<file path="src/rtl/conv_post_pkg.sv">
// conv_post_pkg: shared widths, parameter defaults and the requantisation helper
// for the convolution post-processing stage.
package conv_post_pkg;
    localparam int WEIGHT_SIZE = 4;
    localparam int DATA_W      = 32;
    localparam int OUT_W_DEF   = 16;
    localparam int SHIFT_DEF   = 8;

    // ReLU, arithmetic shift, then clamp to the largest positive OUT_W value.
    function automatic logic [DATA_W-1:0] requant(input logic [DATA_W-1:0] s, input int shift,
                                                 input int out_w);
        logic [DATA_W-1:0] q;
        logic [DATA_W-1:0] lim;
        q   = s[DATA_W-1] ? '0 : s >> shift;
        lim = (DATA_W'(1) << (out_w - 1)) - DATA_W'(1);
        return (q > lim) ? lim : q;
    endfunction
endpackage

</file>
<file path="src/rtl/conv_post_if.sv">
// conv_post_if: conv-array result bus, bias and valid/ready output stream of conv_post.
interface conv_post_if import conv_post_pkg::*; #(
    parameter int LANES = WEIGHT_SIZE,
    parameter int OUT_W = OUT_W_DEF
);
    logic [LANES-1:0][DATA_W-1:0] conv_data;
    logic [LANES-1:0]             conv_valid;
    logic                         conv_stall;
    logic [LANES-1:0][DATA_W-1:0] bias;
    logic                         out_valid;
    logic                         out_ready;
    logic [LANES-1:0][OUT_W-1:0]  out_data;

    modport master (
        output conv_data, conv_valid, bias, out_ready,
        input  conv_stall, out_valid, out_data
    );
    modport slave (
        input  conv_data, conv_valid, bias, out_ready,
        output conv_stall, out_valid, out_data
    );
endinterface

</file>
<file path="src/rtl/conv_post_fifo.sv">
// conv_post_fifo: show-ahead synchronous FIFO with occupancy count; a write to a full
// FIFO is accepted only when a read happens in the same cycle.
module conv_post_fifo #(
    parameter int W     = 64,
    parameter int DEPTH = 8,
    localparam int AW   = (DEPTH > 1) ? $clog2(DEPTH) : 1,
    localparam int CW   = $clog2(DEPTH + 1)
) (
    input  logic          clk,
    input  logic          rst,
    input  logic          i_wr,
    input  logic [W-1:0]  i_wdata,
    input  logic          i_rd,
    output logic [W-1:0]  o_rdata,
    output logic          o_empty,
    output logic [CW-1:0] o_count
);
    logic [W-1:0]  r_mem [DEPTH];
    logic [AW-1:0] r_wp;
    logic [AW-1:0] r_rp;
    logic [CW-1:0] r_cnt;
    logic          w_full;
    logic          w_we;
    logic          w_re;

    assign o_empty = (r_cnt == '0);
    assign w_full  = (r_cnt == CW'(DEPTH));
    assign w_re    = i_rd && !o_empty;
    assign w_we    = i_wr && (!w_full || w_re);
    assign o_count = r_cnt;
    assign o_rdata = o_empty ? '0 : r_mem[r_rp];

    always_ff @(posedge clk) begin
        if (w_we) r_mem[r_wp] <= i_wdata;
    end

    always_ff @(posedge clk or posedge rst) begin
        if (rst) begin
            r_wp  <= '0;
            r_rp  <= '0;
            r_cnt <= '0;
        end else begin
            if (w_we) r_wp <= (r_wp == AW'(DEPTH - 1)) ? '0 : r_wp + 1'b1;
            if (w_re) r_rp <= (r_rp == AW'(DEPTH - 1)) ? '0 : r_rp + 1'b1;
            r_cnt <= r_cnt + CW'(w_we) - CW'(w_re);
        end
    end
endmodule

</file>
<file path="src/rtl/conv_post.sv">
// conv_post: realigns the systolic array's lane-staggered results, applies bias, ReLU,
// shift requantisation and saturation, and buffers vectors behind a valid/ready output.
module conv_post import conv_post_pkg::*; #(
    parameter int LANES      = WEIGHT_SIZE,
    parameter int SHIFT      = SHIFT_DEF,
    parameter int OUT_W      = OUT_W_DEF,
    parameter int FIFO_DEPTH = 2 * LANES
) (
    input logic        clk,
    input logic        rst,
    conv_post_if.slave bus
);
    localparam int CW = $clog2(FIFO_DEPTH + 1);

    logic                         w_adv;
    logic                         w_al_vld;
    logic [LANES-1:0][DATA_W-1:0] w_al_data;
    logic [LANES-1:0][OUT_W-1:0]  w_q;
    logic [LANES-1:0][OUT_W-1:0]  r_post;
    logic                         r_post_vld;
    logic                         w_wr;
    logic                         w_rd;
    logic                         w_empty;
    logic [CW-1:0]                w_count;
    logic [LANES*OUT_W-1:0]       w_head;

    // Same freeze condition as the array itself, so lane skew is preserved across stalls.
    assign w_adv = !(bus.conv_stall && |bus.conv_valid);

    for (genvar j = 0; j < LANES; j++) begin : g_lane
        localparam int D = LANES - 1 - j;
        logic [DATA_W-1:0] w_sum;
        if (D == 0) begin : g_direct
            assign w_al_data[j] = bus.conv_data[j];
        end else begin : g_dly
            logic [DATA_W-1:0] r_d [D];
            always_ff @(posedge clk or posedge rst) begin
                if (rst) begin
                    for (int k = 0; k < D; k++) r_d[k] <= '0;
                end else if (w_adv) begin
                    r_d[0] <= bus.conv_data[j];
                    for (int k = 1; k < D; k++) r_d[k] <= r_d[k-1];
                end
            end
            assign w_al_data[j] = r_d[D-1];
        end
        assign w_sum  = w_al_data[j] + bus.bias[j];
        assign w_q[j] = OUT_W'(requant(w_sum, SHIFT, OUT_W));
    end

    // Only lane 0 carries the vector's valid; the other lanes' valids are implied by skew.
    if (LANES > 1) begin : g_vpipe
        logic [LANES-2:0] r_v;
        always_ff @(posedge clk or posedge rst) begin
            if (rst) r_v <= '0;
            else if (w_adv) r_v <= (LANES-1)'({r_v, bus.conv_valid[0]});
        end
        assign w_al_vld = r_v[LANES-2];
    end else begin : g_vdirect
        assign w_al_vld = bus.conv_valid[0];
    end

    always_ff @(posedge clk or posedge rst) begin
        if (rst) begin
            r_post     <= '0;
            r_post_vld <= 1'b0;
        end else if (w_adv) begin
            r_post     <= w_q;
            r_post_vld <= w_al_vld;
        end
    end

    assign w_wr = w_adv && r_post_vld;
    assign w_rd = bus.out_valid && bus.out_ready;

    conv_post_fifo #(.W(LANES * OUT_W), .DEPTH(FIFO_DEPTH)) u_fifo (
        .clk     (clk),
        .rst     (rst),
        .i_wr    (w_wr),
        .i_wdata (r_post),
        .i_rd    (w_rd),
        .o_rdata (w_head),
        .o_empty (w_empty),
        .o_count (w_count)
    );

    // Headroom of LANES entries absorbs what is still in the deskew/post pipeline.
    assign bus.conv_stall = (w_count >= CW'(FIFO_DEPTH - LANES));
    assign bus.out_valid  = !w_empty;
    assign bus.out_data   = w_head;
endmodule

</file>
<file path="src/flat_wrapper.sv">
// flat-port wrapper written by rule: the top's interface ports become plain ports
module conv_post_flat import conv_post_pkg::*;
#(
    parameter int LANES      = WEIGHT_SIZE,
    parameter int SHIFT      = SHIFT_DEF,
    parameter int OUT_W      = OUT_W_DEF,
    parameter int FIFO_DEPTH = 2 * LANES
)
  (clk, rst, bus_conv_data, bus_conv_valid, bus_bias, bus_out_ready, bus_conv_stall, bus_out_valid, bus_out_data);
  conv_post_if #(.LANES(LANES), .OUT_W(OUT_W)) bus_i ();
  input logic clk;
  input logic rst;
  input wire logic [$bits(bus_i.conv_data)-1:0] bus_conv_data;
  input wire logic [$bits(bus_i.conv_valid)-1:0] bus_conv_valid;
  input wire logic [$bits(bus_i.bias)-1:0] bus_bias;
  input wire logic [$bits(bus_i.out_ready)-1:0] bus_out_ready;
  output wire logic [$bits(bus_i.conv_stall)-1:0] bus_conv_stall;
  output wire logic [$bits(bus_i.out_valid)-1:0] bus_out_valid;
  output wire logic [$bits(bus_i.out_data)-1:0] bus_out_data;
  assign bus_i.conv_data = bus_conv_data;
  assign bus_i.conv_valid = bus_conv_valid;
  assign bus_i.bias = bus_bias;
  assign bus_i.out_ready = bus_out_ready;
  assign bus_conv_stall = bus_i.conv_stall;
  assign bus_out_valid = bus_i.out_valid;
  assign bus_out_data = bus_i.out_data;
  conv_post #(.LANES(LANES), .SHIFT(SHIFT), .OUT_W(OUT_W), .FIFO_DEPTH(FIFO_DEPTH)) u_core (.clk(clk), .rst(rst), .bus(bus_i));
endmodule
</file>
<file path="config.mk">
export PLATFORM = sky130hd
export DESIGN_NAME = conv_post_flat
export DESIGN_NICKNAME = d
export VERILOG_FILES = /design/src/rtl/conv_post_pkg.sv /design/src/rtl/conv_post_if.sv /design/src/rtl/conv_post_fifo.sv /design/src/rtl/conv_post.sv /design/src/flat_wrapper.sv
export SDC_FILE = /design/constraint.sdc
export NUM_CORES = 1
export LEC_CHECK = 0
export ABC_CLOCK_PERIOD_IN_PS = 25600
export CORE_AREA = 2 2 286 288
export DETAILED_ROUTE_END_ITERATION = 10
export DIE_AREA = 0 0 288 290
export PLACE_DENSITY_LB_ADDON = 0.15
export SETUP_SLACK_MARGIN = 0.2
export SLEW_MARGIN = 0
export SYNTH_ARGS = -nofsm -noshare
export SYNTH_HDL_FRONTEND = slang
export SYNTH_SLANG_ARGS = --single-unit
</file>
<file path="constraint.sdc">
create_clock -name clk -period 25.6 [get_ports clk]
set_input_delay 5.12 -clock clk [delete_from_list [all_inputs] [get_ports clk]]
set_output_delay 5.12 -clock clk [all_outputs]
set_load 0.02 [all_outputs]
</file>
==> impl_metrics.tcl <==
set metrics [dict create \
    clock_path_buffers 3 \
    number_of_antenna_violations_at_the_first_check_in_global_routing 11 \
    synthFlopType "sky130_fd_sc_hd__edfxtp_1" \
    synth_enable_flop_cells 512 \
    critPathCaptureType "output port" \
    pwr_density_cell_mw_per_mm2 117 \
    cp_data_arrival_time_ps 4210 \
    cts_htree_levels 3 \
    via_count 23200 \
    share_of_cells_above_drive_strength_1_pct 11.6 \
    chipWidth_um 288 \
    clkLatencyLatePin_ps 640 \
    setup_viol 0 \
    fmaxAchievable_mhz 107 \
    maxCapViolations 0 \
    max_slew_headroom_at_the_worst_pin_pct 20.8 \
    drc 0 \
    wl_per_cell_um 20.9 \
    syn_inst 2770 \
    outcome "completed" \
    dpl.cell_count 4053 \
    number_of_port_buffers 328 \
    yosysSeqAreaShare_pct 61.5 \
    layout_worst_path_cycle_share_pct 36.5 \
    clk_transition_reported_paths_ps 60 \
    setup_ws_ps 16270 \
    first_global_vias 23800 \
    postCtsSetupRepairBufs 0 \
    finClkSkew_ps 19.5 \
    synth.yosys.warnings 0 \
    clock-root-buffer "sky130_fd_sc_hd__clkbuf_16" \
    layout.cells.most_common_list "sky130_fd_sc_hd__nand2_1 (674), sky130_fd_sc_hd__edfxtp_1 (512), sky130_fd_sc_hd__clkdlybuf4s50_1 (328)" \
    synthDistinctLibCells 91 \
    timing_worst_slew_pin_value_ps 1180 \
    cts-buffers-inserted 82 \
    design.core.area_mm2 0.0802 \
    cp_cell_sequence "buf_4 -> mux4_2 -> mux2i_1 -> nor2_1 -> clkdlybuf4s50_1" \
    synth-seq-cells 782 \
    timing_max_transition_violations_final 0 \
    grt_pass1_wl_um 138000 \
    rsz0062_at_grt "no" \
    io_pins 329 \
    timing_worst_setup_path_type "reg2out" \
    synth_xor_xnor_area_share_pct 1.90 \
    final.hold.worst_slack_ps 465 \
    required_ps 20480 \
    placementRows 104 \
    final_core_utilization_pct 53.8 \
    leakage_component_of_the_power_nw 16.9 \
    postSynth.asyncResetShare_pct 34.5 \
    area_growth_syn_to_layout_pct 20.0 \
    syn_nets 3163 \
    tritoncts "yes" \
    largest_stage_delay_on_the_critical_path_ps 1150 \
    grt_max_degree 171 \
    synth_simple_gate_area_share_pct 11.4 \
    dpl_worst_slack_ps 16270 \
    time_the_final_worst_path_needs_with_i_o_delays_and_setup_ps 9330 \
    fin_cells 4213 \
    dp.final_hpwl_um 58300 \
    detail-route-antenna-nets 0 \
    die_h_um 290 \
    grt.overflow.total 0 \
    synthesis.area_per_instance_um2 13.0 \
    vdd_drop_max_uv 69.3 \
    post_synth_instance_area_mm2 0.0360 \
    combinational_family_with_the_most_area_after_synthesis "simple AND/OR/NAND/NOR gates" \
    cts_resized 0 \
    slowest_stage "sky130_fd_sc_hd__dfrtp_4" \
    effective_utilization_at_floorplan_pct 44.9 \
    clock-sinks 782 \
    initialDrtViolationCount 1538 \
    vias_per_cell 5.52 \
    fp.dieArea_mm2 0.0835 \
    timing.hold.worst.class "reg2reg" \
    critical_path.startpoint_type "flip-flop" \
    final_setup_tns_ps 0 \
    mostFrequentLayoutCell "sky130_fd_sc_hd__nand2_1" \
    post_synth_mux_area_share_pct 10.2 \
    routed_wl_um 88100 \
    num-fill-cells 6843 \
    ctsHoldBuffers 0 \
    synth_compound_area_share_pct 8.57 \
    timing.final.hold_violations 0 \
    synthAdderAreaFrac_pct 4.54 \
    globalplace.congestion 0.884 \
    critPathMaxFanout 54 \
    detailedRoute.firstPassIterationCount 5 \
    grt.total_usage_pct 21.3 \
    nNetsFinal 3470 \
]
-- layer usage --
metal	global-route usage, %	share of wire (%)
met1	30.8	46
met3	3.45	5.3
met5	0	0.050
met2	33.5	46
met4	5.72	1.9
-- synthesized netlist by cell type (42+ instances only) --
master                     count  area share, %
sky130_fd_sc_hd__mux4_2      128            8.0
sky130_fd_sc_hd__xnor2_1      47            1.1
sky130_fd_sc_hd__ha_1        129            4.5
sky130_fd_sc_hd__edfxtp_1    512             43
sky130_fd_sc_hd__a21o_1       42           0.88
sky130_fd_sc_hd__nor2_1      158            1.6
sky130_fd_sc_hd__o21ai_0      52           0.72
sky130_fd_sc_hd__mux2i_1      70            1.9
sky130_fd_sc_hd__dfrtp_1     270             19
sky130_fd_sc_hd__clkbuf_1     86           0.90
sky130_fd_sc_hd__nand2_1     674            7.0
sky130_fd_sc_hd__a21oi_1     118            1.6
-- path summary, 6_finish.rpt --
path / startpoint / endpoint / slack [ps] / cells past startpoint
worst min register to register: u_core.g_lane[0].g_dly.r_d[94]$_DFFE_PP0N_ / u_core.g_lane[0].g_dly.r_d[94]$_DFFE_PP0N_ / 470 / 2
worst max-delay path: u_core.u_fifo.r_rp[0]$_DFFE_PP0P_ / bus_out_data[9] / 16270 / 5
max in group asynchronous: rst / u_core.g_lane[1].g_dly.r_d[15]$_DFFE_PP0N_ / 18080 / 4
worst max register to register: u_core.u_fifo.o_count[2]$_DFF_PP0_ / u_core.u_fifo.r_mem[5][36]$_DFFE_PP_ / 21390 / 11
min in group asynchronous: rst / u_core.g_lane[2].g_dly.r_d[21]$_DFFE_PP0N_ / 4980 / 2
worst min-delay path: u_core.g_lane[0].g_dly.r_d[94]$_DFFE_PP0N_ / u_core.g_lane[0].g_dly.r_d[94]$_DFFE_PP0N_ / 470 / 2
-- area by class of cell --
cell class / count / area, um2 / share of cell area, %
flip-flops and latches: 782 / 22100 / 51.3
clock inverters: 34 / 484 / 1.12
inverters: 37 / 146 / 0.339
multi-input cells: 1825 / 13200 / 30.6
clock buffers: 118 / 2370 / 5.49
repair buffers: 349 / 3450 / 8.00
diodes: 8 / 20.0 / 0.0464
well taps: 1060 / 1330 / 3.07
-- cell families (layout without fill, tap and decap cells) --
kind of cell,count (synthesis),count (layout)
compound gates,424,424
other cells,0,8
xor+xnor,78,78
flops,782,782
fa+ha+maj,130,130
simple gates,989,989
buf+inv,163,538
mux,204,204
-- critical path, delay by kind of cell, from the launching register on --
kind,cells,cell delay [ps]
DFF,1,1150
muxes,2,930
and+or+nand+nor,1,80
buffers and inverters,2,1410
-- sequential cells by signal (all words and copies together), names as in the netlist --
register and count:
u_core.g_lane.g_dly.r_d 192, u_core.r_post 64, u_core.u_fifo.o_count 4, u_core.u_fifo.r_wp 3, u_core.u_fifo.r_mem 512, u_core.u_fifo.r_rp 3, u_core.r_post_vld 1, u_core.g_vpipe.r_v 3
-- through the flow --
stage	total power [W]	cell area, um2
final	0.00506	43200
after global routing	0.00538	43200
after CTS	0.00512	43100
after detailed placement	0.00388	40300
after global placement	0.00383	40300
after floorplan	0.00320	36000
-- power by group --
group / switching (W) / internal (W)
combinational: 0.00102 / 0.000830
clock: 0.000495 / 0.000733
sequential: 0.000295 / 0.00168
Power figures use the tool's default switching activity.
==> edit 1 (same settings) <==
One comparison of `r_cnt` changes from == to >=.
--- a/src/rtl/conv_post_fifo.sv
+++ b/src/rtl/conv_post_fifo.sv
@@ -24,7 +24,7 @@
     logic          w_re;
 
     assign o_empty = (r_cnt == '0);
-    assign w_full  = (r_cnt == CW'(DEPTH));
+    assign w_full  = (r_cnt >= CW'(DEPTH));
     assign w_re    = i_rd && !o_empty;
     assign w_we    = i_wr && (!w_full || w_re);
     assign o_count = r_cnt;
Function: no difference found for any inputs over 4 cycles, from zero or initial values and one cycle with rst high; that may be too few to reach the edited logic, so the function may still have changed.
==> edit 1 against the unedited design <==
Area after synthesis decreased by 1.1%. Sequential cell count unchanged. Final area shrank 1.2%. Wire length is 6.6% lower. Sequential power down 3%. Setup slack better by 0.11 ns. Total power shrank 2.6%. Critical path type is now in2reg. Highest routed layer is now met4.
==> edit 1: results <==
[detailed_routing]
drt_iter0_drc = 1430
dr_wl_met3_um = 3790
vias = 22599
dr.pass1.iters = 6
wl_met2_um = 40600
wl_um = 82400
wl_met1_um = 36500
maxUsedRoutingLayer = "met4"

[layout]
largestRegisters = "u_core.u_fifo.r_mem: 512 flops, u_core.g_lane.g_dly.r_d: 192 flops, u_core.r_post: 64 flops"
drive_gt1_share_pct = 11.0
antenna_cells = 0
stdcell_count = 4189
regMostFlops = "u_core.u_fifo.r_mem"
n_fill_cell = 6858
final_nets = 3458

[worst_setup_path]
slowest_delay_ns = 0.90
cp_data_arrival_time_ns = 9.45
slowest_stage = "buf_4"
path_delay_family = "simple AND/OR/NAND/NOR gates"

[logic_synthesis]
yosysUniqueCellTypes = 82
yosysWarnings = 0
yosys-top-cells-area = "edfxtp_1 43%, dfrtp_1 19%, mux4_2 8.1%"
netlist_top_cells_count = "677 x nand2_1, 512 x edfxtp_1, 270 x dfrtp_1"
synth_fa_ha_area_share_pct = 4.63
synthMuxAreaShare_pct = 10.3
synth_fp_nets = 3133
synth-xor-area-share_pct = 1.82
synth_cells = 2739
synth_edf_count = 512
synth-compound-area-share_pct = 7.66
synthArstFlopShare_pct = 34.5
seq_area_frac_synth_pct = 62.2

[placement]
globalplace.congestion = 0.914
placed_area_um2 = 40000
dp_slack_ns = 15.69
hpwl_um = 53200
place_inst = 4040

[clocking]
cts_inserted_buffers = 82
clk_latency_ns = 0.61
cts_htree_levels = 3

[floorplanning]
coreArea_um2 = 80200

[timing]
maxSlewHeadroom_pct = 19.0
clock_skew_ns = 0.0205

[grt]
grt_pass1_vias = 23557
track_usage_pct = 19.9
grt_max_degree = 100
grtUsageMet1_pct = 27.2
met2_usage_pct = 33.4
grt_pass1_wl_um = 131000
antenna_found_initial = 1
grtUsageMet3_pct = 3.29

[hold_path]
hold_path_class = "reg2reg"

[power]
peakVddDrop_mv = 0.0657
sw_frac_of_total_pct = 35.5
leakagePower_nw = 16.8

[run_status]
status = "finished clean"
## edit 1: cell types whose count changed in the layout (fill, tap and decap cells not counted), sizes merged, moves of 12 or more
cell / delta
a211oi: +27
nor2: +12
clkinv: +12
a311oi: -16
o221a: -15
clkbuf: -13
## edit 1: final cells by class
class | count | area [µm²] | area share, %
Clock inverter | 44 | 442 | 1.04
Clock buffer | 105 | 2200 | 5.15
Sequential cell | 782 | 22100 | 51.9
Inverter | 31 | 124 | 0.290
Timing Repair Buffer | 356 | 3490 | 8.19
Multi-Input combinational cell | 1811 | 12900 | 30.3
Tap cell | 1060 | 1330 | 3.11
## edit 1: worst paths after layout
path	from	end	slack, ns	cells past startpoint
worst max register to register	u_core.u_fifo.o_count[3]	u_core.u_fifo.r_mem[2][49]	20.76	11
worst min-delay path	u_core.g_lane[0].g_dly.r_d[83]	u_core.g_lane[0].g_dly.r_d[51]	0.45	2
worst min register to register	u_core.g_lane[0].g_dly.r_d[83]	u_core.g_lane[0].g_dly.r_d[51]	0.45	2
worst max-delay path	bus_conv_valid[0]	u_core.u_fifo.r_mem[2][49]	16.38	7
max in group asynchronous	rst	u_core.u_fifo.r_rp[1]	19.19	3
min in group asynchronous	rst	u_core.g_lane[2].g_dly.r_d[13]	4.94	2
## edit 1: power by group through the flow
stage	clock, mW	sequential (mW)	combinational (mW)
after floorplan	0	1.83	1.33
after global placement	0	1.93	1.83
after detailed placement	0	1.95	1.86
after CTS	1.19	1.93	1.87
after global routing	1.25	1.97	2.04
final	1.17	1.92	1.84
## edit 1: tightest hold or removal path, stage by stage (launching register included)
cell and delay [ns]:
dfrtp_1 0.34, nand2_1 0.05, nand2_1 0.05
==> edit 2 (same flow settings) <==
Made on the original files. Set the package constant `WEIGHT_SIZE` to 2 (it was 4).
--- a/src/rtl/conv_post_pkg.sv
+++ b/src/rtl/conv_post_pkg.sv
@@ -1,7 +1,7 @@
 // conv_post_pkg: shared widths, parameter defaults and the requantisation helper
 // for the convolution post-processing stage.
 package conv_post_pkg;
-    localparam int WEIGHT_SIZE = 4;
+    localparam int WEIGHT_SIZE = 2;
     localparam int DATA_W      = 32;
     localparam int OUT_W_DEF   = 16;
     localparam int SHIFT_DEF   = 8;
Ports: changed (resized bus_bias, bus_conv_data, bus_conv_valid and bus_out_data); port bits go from 329 to 167. The function was not compared with the original's and may differ.
==> edit 2 against the unedited design <==
Area after synthesis fell by 69%. Setup slack gained 0.74 ns. Clock skew rose by 0.0039 ns. Critical path depth grew 5. Final area is 65% lower. Sequential share of layout area is 13 points lower. Total power down 68%. Wire length is 59% lower. Non-clock buffer count shrank 173. Sequential cell count fell by 581.
==> edit 2: results <==
[logic_synthesis]
yosysUniqueCellTypes = 79
seq_area_frac_synth_pct = 50.4
synth-seq-cells = 201
synth_edf_count = 128
synth_cells = 953

[clocking]
clk_latency_ns = 0.55
cts_htree_levels = 1

[hold_path]
holdPathEnd = "u_core.g_vpipe.r_v"
hp-start = "u_core.g_vpipe.r_v"

[worst_setup_path]
cp_max_fo = 15
r2r_cells = 9
cp_data_arrival_time_ns = 8.95
worst_setup_path_startpoint = "bus_bias[5]"
regToRegStartpoint = "u_core.g_lane[0].g_dly.r_d[5]"

[detailed_routing]
dr.pass1.iters = 4
vias_per_cell = 3.66
drt_iter0_drc = 293
wl_um = 36200

[layout]
n_fill_cell = 8853
buffers = 176
final-clk-cell-share_pct = 5.70
multi_input_cells = 683
final_nets = 1315
num-clock-buffers = 34
antenna_cells = 1
nNonClkInverters = 27

[timing]
clock_skew_ns = 0.0234

[placement]
dp_slack_ns = 16.51

[run_status]
status = "finished clean"

[grt]
grt_pass1_wl_um = 55800
track_usage_pct = 8.69

[power]
leakagePower_nw = 5.34
## edit 2: changes by cell type after synthesis, sizes merged, moves of 70 or more
cell,delta
edfxtp,-384
nor2,-94
nand2,-536
mux2i,-70
mux4,-96
dfrtp,-197
## edit 2: worst max path at each step
stage / slack, ns / end / cells past startpoint
detailed placement: 16.51 / u_core.r_post[11] / 10
global route: 16.77 / u_core.r_post[11] / 10
finish: 17.01 / u_core.r_post[11] / 10
floorplan: 18.02 / u_core.r_post[17] / 10
global placement: 16.53 / u_core.r_post[11] / 10
CTS: 17.09 / u_core.r_post[11] / 10
## edit 2: critical path, stage by stage
cell	delay [ns]
clkdlybuf4s50_1	0.42
ha_1	0.36
a21oi_1	0.15
a21boi_0	0.11
o311ai_1	0.56
a21oi_1	0.22
o21ai_1	0.31
nand4_1	0.79
a2111oi_0	0.75
a211oi_1	0.14
## edit 2: per-stage QoR
step                power, mW  utilization, %  hold slack (ns)
detailed placement       1.29            17.6            0.457
global route             1.75            18.6            0.503
finish                   1.62            18.7            0.468
floorplan               0.999               -            0.439
global placement         1.29            17.6            0.459
CTS                      1.67            18.6            0.471
## edit 2: kinds of logic after synthesis
kind of cell,count (synthesis),synth area share [%]
simple gates,323,13.7
compound gates,226,16.2
flops,201,50.4
buf+inv,69,2.92
fa+ha+maj,68,7.63
mux,35,6.74
xor+xnor,31,2.41
## edit 2: per-layer routing
metal	track usage (%)	part of all wire [%]	up-vias
met5	0	0	-
met4	2.11	1.8	0
met3	1.45	3.7	42
met2	13.7	45	145
met1	12.3	49	3914
li1	-	-	3936
## edit 2: power breakdown
part	internal (mW)	total, mW	switching (mW)
clock	0.232	0.371	0.138
sequential	0.450	0.524	0.0739
combinational	0.303	0.731	0.428
total	0.985	1.62	0.640
